**config.mk**
```make
export PLATFORM = sky130hd
export DESIGN_NAME = decode_unit
export DESIGN_NICKNAME = d
export VERILOG_FILES = /design/src/rtl/decode_unit.sv
export SDC_FILE = /design/constraint.sdc
export NUM_CORES = 2
export LEC_CHECK = 0
export ABC_CLOCK_PERIOD_IN_PS = 2700
export CAP_MARGIN = 30
export CORE_MARGIN = 4
export CORE_UTILIZATION = 50
export DETAILED_ROUTE_END_ITERATION = 12
export PLACE_DENSITY = 0.68
export SLEW_MARGIN = 25
export SYNTH_ARGS = -nofsm -noshare
export SYNTH_HDL_FRONTEND = slang
export SYNTH_SLANG_ARGS = --single-unit
```
**constraint.sdc**
```tcl
create_clock -name i_clk -period 2.7 [get_ports i_clk]
set_input_delay 0.27 -clock i_clk [delete_from_list [all_inputs] [get_ports i_clk]]
set_output_delay 0.27 -clock i_clk [all_outputs]
set_load 0.01 [all_outputs]
```
**src/rtl/decode_unit.sv**
```systemverilog
// RV32I/RV32E decode stage with register file, valid/ready handshake, load-use interlock.
// Optional Zicsr decode is enabled by defining DECODE_ZICSR_EN.
module decode_unit #(
   parameter int XLEN     = 32,
   parameter int NREG     = 32,
   parameter int LU_STALL = 1,
   parameter int ALUOPS   = 5
) (
   input  logic              i_clk,
   input  logic              i_rst_n,
   input  logic              i_valid,
   output logic              o_ready,
   input  logic [31:0]       i_inst,
   input  logic [XLEN-1:0]   i_pc,
   input  logic              i_wr_en,
   input  logic [4:0]        i_wr_addr,
   input  logic [XLEN-1:0]   i_wr_data,
   input  logic              i_flush,
   output logic              o_valid,
   input  logic              i_ready,
   output logic [6:0]        o_opcode,
   output logic [4:0]        o_rd_addr,
   output logic [4:0]        o_rs1_addr,
   output logic [4:0]        o_rs2_addr,
   output logic [XLEN-1:0]   o_rs1_data,
   output logic [XLEN-1:0]   o_rs2_data,
   output logic [XLEN-1:0]   o_imm,
   output logic [2:0]        o_funct3,
   output logic [6:0]        o_funct7,
   output logic [ALUOPS-1:0] o_alu_op,
   output logic [XLEN-1:0]   o_pc,
   output logic              o_wb_en,
   output logic              o_illegal,
   output logic              o_csr
);

   localparam int AW = $clog2(NREG);

   localparam logic [6:0] OP_LUI    = 7'b0110111;
   localparam logic [6:0] OP_AUIPC  = 7'b0010111;
   localparam logic [6:0] OP_JAL    = 7'b1101111;
   localparam logic [6:0] OP_JALR   = 7'b1100111;
   localparam logic [6:0] OP_BRANCH = 7'b1100011;
   localparam logic [6:0] OP_LOAD   = 7'b0000011;
   localparam logic [6:0] OP_STORE  = 7'b0100011;
   localparam logic [6:0] OP_IMM    = 7'b0010011;
   localparam logic [6:0] OP_REG    = 7'b0110011;
   localparam logic [6:0] OP_SYSTEM = 7'b1110011;

   localparam logic [ALUOPS-1:0] ALU_NONE = ALUOPS'(0);
   localparam logic [ALUOPS-1:0] ALU_ADD  = ALUOPS'(1);
   localparam logic [ALUOPS-1:0] ALU_SUB  = ALUOPS'(2);
   localparam logic [ALUOPS-1:0] ALU_SLL  = ALUOPS'(3);
   localparam logic [ALUOPS-1:0] ALU_SLT  = ALUOPS'(4);
   localparam logic [ALUOPS-1:0] ALU_SLTU = ALUOPS'(5);
   localparam logic [ALUOPS-1:0] ALU_XOR  = ALUOPS'(6);
   localparam logic [ALUOPS-1:0] ALU_SRL  = ALUOPS'(7);
   localparam logic [ALUOPS-1:0] ALU_SRA  = ALUOPS'(8);
   localparam logic [ALUOPS-1:0] ALU_OR   = ALUOPS'(9);
   localparam logic [ALUOPS-1:0] ALU_AND  = ALUOPS'(10);
   localparam logic [ALUOPS-1:0] ALU_EQ   = ALUOPS'(11);
   localparam logic [ALUOPS-1:0] ALU_NE   = ALUOPS'(12);
   localparam logic [ALUOPS-1:0] ALU_LT   = ALUOPS'(13);
   localparam logic [ALUOPS-1:0] ALU_GE   = ALUOPS'(14);
   localparam logic [ALUOPS-1:0] ALU_LTU  = ALUOPS'(15);
   localparam logic [ALUOPS-1:0] ALU_GEU  = ALUOPS'(16);

   function automatic logic [XLEN-1:0] sext32(input logic [31:0] v);
      logic [XLEN-1:0] r;
      r       = {XLEN{v[31]}};
      r[31:0] = v;
      return r;
   endfunction

   function automatic logic reg_oob(input logic [4:0] a);
      return 32'(a) >= NREG;
   endfunction

   function automatic logic [ALUOPS-1:0] arith_op(input logic [2:0] f3, input logic alt);
      case (f3)
         3'b000:  arith_op = alt ? ALU_SUB : ALU_ADD;
         3'b001:  arith_op = ALU_SLL;
         3'b010:  arith_op = ALU_SLT;
         3'b011:  arith_op = ALU_SLTU;
         3'b100:  arith_op = ALU_XOR;
         3'b101:  arith_op = alt ? ALU_SRA : ALU_SRL;
         3'b110:  arith_op = ALU_OR;
         default: arith_op = ALU_AND;
      endcase
   endfunction

   // Register state
   logic [XLEN-1:0]   rf_q [NREG];
   logic [XLEN-1:0]   rf_d [NREG];
   logic              valid_q, valid_d;
   logic [1:0]        hcnt_q, hcnt_d;
   logic [6:0]        opcode_q, opcode_d;
   logic [4:0]        rd_addr_q, rd_addr_d, rs1_addr_q, rs1_addr_d, rs2_addr_q, rs2_addr_d;
   logic [XLEN-1:0]   rs1_data_q, rs1_data_d, rs2_data_q, rs2_data_d;
   logic [XLEN-1:0]   imm_q, imm_d, pc_q, pc_d;
   logic [2:0]        funct3_q, funct3_d;
   logic [6:0]        funct7_q, funct7_d;
   logic [ALUOPS-1:0] alu_op_q, alu_op_d;
   logic              wb_en_q, wb_en_d, illegal_q, illegal_d, csr_q, csr_d;
   logic              uimm_q, uimm_d;

   // Combinational decode of the incoming instruction
   logic [6:0]        dec_op, dec_f7;
   logic [4:0]        dec_rd, dec_rs1, dec_rs2;
   logic [2:0]        dec_f3;
   logic [XLEN-1:0]   dec_imm, rd1_data, rd2_data;
   logic [ALUOPS-1:0] dec_alu;
   logic              dec_wb, dec_ill, dec_csr, dec_uimm;
   logic              use_rd, use_rs1, use_rs2;
   logic              hazard, in_fire, out_fire, ready;

   assign dec_op  = i_inst[6:0];
   assign dec_rd  = i_inst[11:7];
   assign dec_f3  = i_inst[14:12];
   assign dec_rs1 = i_inst[19:15];
   assign dec_rs2 = i_inst[24:20];
   assign dec_f7  = i_inst[31:25];

   always_comb begin
      dec_imm  = '0;
      dec_alu  = ALU_NONE;
      dec_wb   = 1'b0;
      dec_ill  = 1'b0;
      dec_csr  = 1'b0;
      dec_uimm = 1'b0;
      use_rd   = 1'b0;
      use_rs1  = 1'b0;
      use_rs2  = 1'b0;
      case (dec_op)
         OP_LUI, OP_AUIPC: begin
            dec_imm = sext32({i_inst[31:12], 12'b0});
            dec_alu = ALU_ADD;
            dec_wb  = 1'b1;
            use_rd  = 1'b1;
         end
         OP_JAL: begin
            dec_imm = sext32({{11{i_inst[31]}}, i_inst[31], i_inst[19:12], i_inst[20],
                              i_inst[30:21], 1'b0});
            dec_alu = ALU_ADD;
            dec_wb  = 1'b1;
            use_rd  = 1'b1;
         end
         OP_JALR: begin
            dec_imm = sext32({{20{i_inst[31]}}, i_inst[31:20]});
            dec_alu = ALU_ADD;
            dec_wb  = 1'b1;
            use_rd  = 1'b1;
            use_rs1 = 1'b1;
            dec_ill = (dec_f3 != 3'b000);
         end
         OP_BRANCH: begin
            dec_imm = sext32({{19{i_inst[31]}}, i_inst[31], i_inst[7], i_inst[30:25],
                              i_inst[11:8], 1'b0});
            use_rs1 = 1'b1;
            use_rs2 = 1'b1;
            case (dec_f3)
               3'b000:  dec_alu = ALU_EQ;
               3'b001:  dec_alu = ALU_NE;
               3'b100:  dec_alu = ALU_LT;
               3'b101:  dec_alu = ALU_GE;
               3'b110:  dec_alu = ALU_LTU;
               3'b111:  dec_alu = ALU_GEU;
               default: dec_ill = 1'b1;
            endcase
         end
         OP_LOAD: begin
            dec_imm = sext32({{20{i_inst[31]}}, i_inst[31:20]});
            dec_alu = ALU_ADD;
            dec_wb  = 1'b1;
            use_rd  = 1'b1;
            use_rs1 = 1'b1;
            dec_ill = (dec_f3 == 3'b011) || (dec_f3 == 3'b110) || (dec_f3 == 3'b111);
         end
         OP_STORE: begin
            dec_imm = sext32({{20{i_inst[31]}}, i_inst[31:25], i_inst[11:7]});
            dec_alu = ALU_ADD;
            use_rs1 = 1'b1;
            use_rs2 = 1'b1;
            dec_ill = (dec_f3[2] || dec_f3 == 3'b011);
         end
         OP_IMM: begin
            dec_imm = sext32({{20{i_inst[31]}}, i_inst[31:20]});
            dec_wb  = 1'b1;
            use_rd  = 1'b1;
            use_rs1 = 1'b1;
            dec_alu = arith_op(dec_f3, (dec_f3 == 3'b101) && (dec_f7 == 7'b0100000));
            // Shift-immediates carry shamt in [24:20]; the upper bits must be a valid funct7
            if (dec_f3 == 3'b001)
               dec_ill = (dec_f7 != 7'b0000000);
            else if (dec_f3 == 3'b101)
               dec_ill = (dec_f7 != 7'b0000000) && (dec_f7 != 7'b0100000);
         end
         OP_REG: begin
            dec_wb  = 1'b1;
            use_rd  = 1'b1;
            use_rs1 = 1'b1;
            use_rs2 = 1'b1;
            dec_alu = arith_op(dec_f3, dec_f7 == 7'b0100000);
            if (dec_f7 == 7'b0100000)
               dec_ill = (dec_f3 != 3'b000) && (dec_f3 != 3'b101);
            else
               dec_ill = (dec_f7 != 7'b0000000);
         end
`ifdef DECODE_ZICSR_EN
         OP_SYSTEM: begin
            if (dec_f3 != 3'b000 && dec_f3 != 3'b100) begin
               dec_csr  = 1'b1;
               dec_imm  = XLEN'(i_inst[31:20]);
               dec_wb   = 1'b1;
               use_rd   = 1'b1;
               use_rs1  = !dec_f3[2];
               dec_uimm = dec_f3[2];
            end else if (dec_f3 == 3'b000 && i_inst[19:7] == 13'd0 &&
                         (i_inst[31:20] == 12'h000 || i_inst[31:20] == 12'h001)) begin
               dec_imm = XLEN'(i_inst[31:20]);
            end else begin
               dec_ill = 1'b1;
            end
         end
`else
         OP_SYSTEM: dec_ill = 1'b1;
`endif
         default: dec_ill = 1'b1;
      endcase
      if ((use_rd && reg_oob(dec_rd)) || (use_rs1 && reg_oob(dec_rs1)) ||
          (use_rs2 && reg_oob(dec_rs2)))
         dec_ill = 1'b1;
      if (dec_ill) begin
         dec_alu = ALU_NONE;
         dec_wb  = 1'b0;
      end else begin
         dec_wb = dec_wb && (dec_rd != 5'd0);
      end
   end

   // Register file read with write-through bypass; x0 and absent registers read 0
   always_comb begin
      rd1_data = '0;
      rd2_data = '0;
      if (dec_uimm)
         rd1_data = XLEN'(dec_rs1);
      else if (dec_rs1 != 5'd0 && !reg_oob(dec_rs1))
         rd1_data = (i_wr_en && i_wr_addr == dec_rs1) ? i_wr_data : rf_q[dec_rs1[AW-1:0]];
      if (dec_rs2 != 5'd0 && !reg_oob(dec_rs2))
         rd2_data = (i_wr_en && i_wr_addr == dec_rs2) ? i_wr_data : rf_q[dec_rs2[AW-1:0]];
   end

   always_comb begin
      rf_d = rf_q;
      if (i_wr_en && i_wr_addr != 5'd0 && !reg_oob(i_wr_addr))
         rf_d[i_wr_addr[AW-1:0]] = i_wr_data;
   end

   // Handshake and load-use interlock
   always_comb begin
      out_fire = valid_q && i_ready;
      hazard   = out_fire && (opcode_q == OP_LOAD) && (rd_addr_q != 5'd0) && i_valid &&
                 ((use_rs1 && dec_rs1 == rd_addr_q) || (use_rs2 && dec_rs2 == rd_addr_q));
      ready    = i_rst_n && !i_flush && (hcnt_q == 2'd0) && (!valid_q || i_ready) && !hazard;
      in_fire  = i_valid && ready;
   end

   assign o_ready = ready;

   always_comb begin
      valid_d    = valid_q;
      hcnt_d     = (hcnt_q != 2'd0) ? hcnt_q - 2'd1 : 2'd0;
      opcode_d   = opcode_q;
      rd_addr_d  = rd_addr_q;
      rs1_addr_d = rs1_addr_q;
      rs2_addr_d = rs2_addr_q;
      rs1_data_d = rs1_data_q;
      rs2_data_d = rs2_data_q;
      imm_d      = imm_q;
      pc_d       = pc_q;
      funct3_d   = funct3_q;
      funct7_d   = funct7_q;
      alu_op_d   = alu_op_q;
      wb_en_d    = wb_en_q;
      illegal_d  = illegal_q;
      csr_d      = csr_q;
      uimm_d     = uimm_q;
      // A held instruction must still see write-backs that land while it waits
      if (valid_q && !i_ready && i_wr_en && i_wr_addr != 5'd0) begin
         if (i_wr_addr == rs1_addr_q && !uimm_q)
            rs1_data_d = i_wr_data;
         if (i_wr_addr == rs2_addr_q)
            rs2_data_d = i_wr_data;
      end
      if (i_flush) begin
         valid_d = 1'b0;
         hcnt_d  = 2'd0;
      end else if (hazard) begin
         valid_d = 1'b0;
         hcnt_d  = 2'(LU_STALL - 1);
      end else if (in_fire) begin
         valid_d    = 1'b1;
         opcode_d   = dec_op;
         rd_addr_d  = dec_rd;
         rs1_addr_d = dec_rs1;
         rs2_addr_d = dec_rs2;
         rs1_data_d = rd1_data;
         rs2_data_d = rd2_data;
         imm_d      = dec_imm;
         pc_d       = i_pc;
         funct3_d   = dec_f3;
         funct7_d   = dec_f7;
         alu_op_d   = dec_alu;
         wb_en_d    = dec_wb;
         illegal_d  = dec_ill;
         csr_d      = dec_csr;
         uimm_d     = dec_uimm;
      end else if (out_fire) begin
         valid_d = 1'b0;
      end
   end

   always_ff @(posedge i_clk) begin
      if (!i_rst_n) begin
         for (int i = 0; i < NREG; i++) rf_q[i] <= '0;
         valid_q    <= 1'b0;
         hcnt_q     <= 2'd0;
         opcode_q   <= '0;
         rd_addr_q  <= '0;
         rs1_addr_q <= '0;
         rs2_addr_q <= '0;
         rs1_data_q <= '0;
         rs2_data_q <= '0;
         imm_q      <= '0;
         pc_q       <= '0;
         funct3_q   <= '0;
         funct7_q   <= '0;
         alu_op_q   <= '0;
         wb_en_q    <= 1'b0;
         illegal_q  <= 1'b0;
         csr_q      <= 1'b0;
         uimm_q     <= 1'b0;
      end else begin
         rf_q       <= rf_d;
         valid_q    <= valid_d;
         hcnt_q     <= hcnt_d;
         opcode_q   <= opcode_d;
         rd_addr_q  <= rd_addr_d;
         rs1_addr_q <= rs1_addr_d;
         rs2_addr_q <= rs2_addr_d;
         rs1_data_q <= rs1_data_d;
         rs2_data_q <= rs2_data_d;
         imm_q      <= imm_d;
         pc_q       <= pc_d;
         funct3_q   <= funct3_d;
         funct7_q   <= funct7_d;
         alu_op_q   <= alu_op_d;
         wb_en_q    <= wb_en_d;
         illegal_q  <= illegal_d;
         csr_q      <= csr_d;
         uimm_q     <= uimm_d;
      end
   end

   assign o_valid    = valid_q;
   assign o_opcode   = opcode_q;
   assign o_rd_addr  = rd_addr_q;
   assign o_rs1_addr = rs1_addr_q;
   assign o_rs2_addr = rs2_addr_q;
   assign o_rs1_data = rs1_data_q;
   assign o_rs2_data = rs2_data_q;
   assign o_imm      = imm_q;
   assign o_funct3   = funct3_q;
   assign o_funct7   = funct7_q;
   assign o_alu_op   = alu_op_q;
   assign o_pc       = pc_q;
   assign o_wb_en    = wb_en_q;
   assign o_illegal  = illegal_q;
   assign o_csr      = csr_q;

endmodule
```
==> results_dict.tcl <==
set metrics [dict create \
    path_clk_slew_ns 0.06 \
    gp_congestion 1.01 \
    layout_commonest_cell "nand2_1" \
    cts_sinks 1194 \
    final_layout_size_suffix_gt1_share_pct 15.1 \
    worst-path-stages 7 \
    ys_seq_area_share_pct 39.7 \
    finalCritPeriodShare_pct 108 \
    fill_cells 10400 \
    cpMaxStageDelayCell "or4_4" \
    fmax_ghz 0.344 \
    report.final.slew_viol_count 0 \
    seqCellArea_um2 23900 \
    die-width_um 355 \
    synth.distinct_cells 71 \
    synth_cells 7199 \
    dp_cells 8818 \
    violations "negative setup slack" \
    regToRegSetupSlack_ns 0.13 \
    antenna_found_initial 21 \
    drc 0 \
    drv_cap 0 \
    status "finished with violations" \
    maxSlewHeadroom_pct 18.3 \
    grt_max_degree 208 \
    drtIter0Drc 9680 \
    layout_setup_ws_ns -0.205 \
    hpwl_mm 172 \
    cp_max_fo 2 \
    drtAntennaViolNets 0 \
    endpoint_kind "output port" \
    cp_cell_sequence "or4_4, o22ai_4, nor4_4, o21a_4, or3_4, nor2_2, buf_2" \
    area_delta_synth_final_pct 19.4 \
    wirelength_mm 268 \
    clock_path_buffers 3 \
    multi_input_area_um2 33400 \
    skew_ns 0.0271 \
    synthFlopType "dfxtp_1" \
    synth_area_um2 60300 \
    min_path_type "in2reg" \
    min_period_ns 2.90 \
    p_leak_nw 24.9 \
    numPortBuffers 275 \
    nNetsFinal 7457 \
    critPathBufInv 1 \
    die_area_um2 126000 \
    yosysWarnings 0 \
    setup_tns_ns -0.246 \
    initial_core_util_pct 50.3 \
    ys_ff_latch 1194 \
    synth_enable_flop_cells 0 \
    reg2reg_to "o_imm[14]" \
    io_pins 277 \
    vias 60300 \
    cpLargestDelayFamily "simple AND/OR/NAND/NOR gates" \
    setup_viol 2 \
    syn_nets 7307 \
    grt_pass1_wl_mm 382 \
    critPathLaunchType "flop" \
    fin_cells 9071 \
    tightest_slew_ns 1.23 \
    die_h_um 355 \
    grt.total_usage_pct 40.7 \
    coreArea_um2 120000 \
    grt_pass1_vias 55600 \
    h-tree-depth 4 \
    crit_start "o_rd_addr[0]" \
    rr_worst_depth 9 \
    finalHoldViolations 0 \
    cp.required_ns 2.43 \
    ys_async_sr_fraction_pct 0 \
    slowest_delay_ns 0.58 \
    ir_worst_vdd_v 0.000680 \
    arrival_ns 2.63 \
    clk_latency_ns 0.78 \
    rsz0062_at_grt "true" \
    rows 127 \
    avgSynthCellArea_um2 8.37 \
    cts_root_buf "clkbuf_16" \
    cp-endpoint "o_ready" \
    routedWlPerCell_um 29.5 \
    layout_common_cells "2142 x nand2_1, 1199 x a21oi_1, 1193 x dfxtp_1" \
    finalPower_mw 41.4 \
    crit_type "reg2out" \
    tritoncts "done" \
    grt_remaining_overflow 0 \
    regToRegStartpoint "o_rd_addr[0]" \
    power.density_nw_per_um2 576 \
    via_per_inst 6.65 \
    cts_buffers 135 \
    first_pass_iters 10 \
]
power by group:
part | leakage (nW) | internal, mW | switching, mW | total, mW
Clock | 2.20 | 11.0 | 7.89 | 18.9
Sequential | 9.64 | 17.8 | 0.210 | 18.0
Combinational | 13.0 | 1.63 | 2.86 | 4.49
Yosys cell counts, drive strengths merged, types with 17 or more instances:
master,instances,area (um^2)
xnor2,17,149
a22oi,251,1880
nand4,36,225
o211ai,25,188
mux2i,523,5240
a41o,21,210
dfxtp,1194,23900
a221oi,69,767
a21oi,1199,6000
o22ai,20,125
o21ai,98,494
nand3,183,916
a211oi,80,601
buf,168,1130
clkbuf,589,2210
and2,37,231
mux4,275,6190
nand2,2165,8130
nor2,73,274
worst min path at each step:
stage                     cells after the start       start  slack (ns)       endpoint
after floorplan                               1   hcnt_q[0]        0.40      hcnt_q[0]
after global placement                        1   hcnt_q[0]        0.41      hcnt_q[0]
after detailed placement                      1   hcnt_q[0]        0.41      hcnt_q[0]
after CTS                                     4  i_inst[22]       0.004  o_rs2_addr[2]
after global routing                          4  i_inst[22]        0.03  o_rs2_addr[2]
final                                         4  i_inst[22]        0.02  o_rs2_addr[2]
registers in the layout, indices dropped and copies added (netlist names), 7 cells and up:
name        flops
o_funct7        7
o_pc           32
o_imm          32
rf_q         1024
o_rs2_data     32
o_rs1_data     32
o_opcode        7
through the flow:
step           instance area (um^2)  hold WS [ns]  utilization, %  setup slack (ns)
2_1_floorplan                 60300         0.398               -             0.402
3_3_place_gp                  67200         0.405            56.1            -0.436
3_5_place_dp                  67300         0.412            56.2            -0.500
4_1_cts                       71800       0.00415            60.0            -0.211
5_1_grt                       71900        0.0251            60.0            -0.246
6_report                      71900        0.0227            60.0            -0.205
repair_timing:
action                                  4_1_cts  5_1_grt
gates resized for setup                      11        3
buffers inserted                              1        0
hold endpoints to repair                     10        0
hold buffers                                  4        0
pin swaps                                     6        3
endpoints found under the setup margin        3       65
metal layers:
| layer | wire length [um] | GRT usage, % | vias to the layer above |
|---|---|---|---|
| met1 | 96400 | 51.8 | 28900 |
| met5 | 151 | 0 | - |
| met2 | 109000 | 57.2 | 4693 |
| met3 | 43200 | 17.7 | 1167 |
| li1 | - | - | 25600 |
| met4 | 18900 | 24.0 | 22 |
layout make-up:
type / instances / share of cell area [%]
Tap cell: 1612 / 2.80
Antenna cell: 6 / 0.0209
Multi-Input combinational cell: 5237 / 46.5
Inverter: 11 / 0.0679
Clock inverter: 42 / 0.687
Clock buffer: 199 / 5.53
Timing Repair Buffer: 770 / 11.2
Sequential cell: 1194 / 33.2
worst register-to-register path, stage by stage, from the launching register on:
cell and delay [ns]:
dfxtp_1 0.31, or4_4 0.58, o22ai_4 0.20, nor4_4 0.09
o21a_4 0.13, buf_4 0.13, buf_4 0.16, nor2_4 0.45
buf_16 0.24, a211oi_1 0.11
logic make-up (layout without fill, tap and decap cells):
kind of cell	count (synthesis)	in the layout	synth area share [%]
AOI/OAI and AO/OA	1811	1811	17.8
xor gates and xnor gates	32	32	0.465
adders and majority gates	2	2	0.0374
buffers and inverters	768	1022	5.62
DFF	1194	1194	39.7
muxes	813	813	19.2
other	1	7	0.00622
and+or+nand+nor	2578	2578	17.2
No activity file was read; power rests on OpenSTA's default activity.
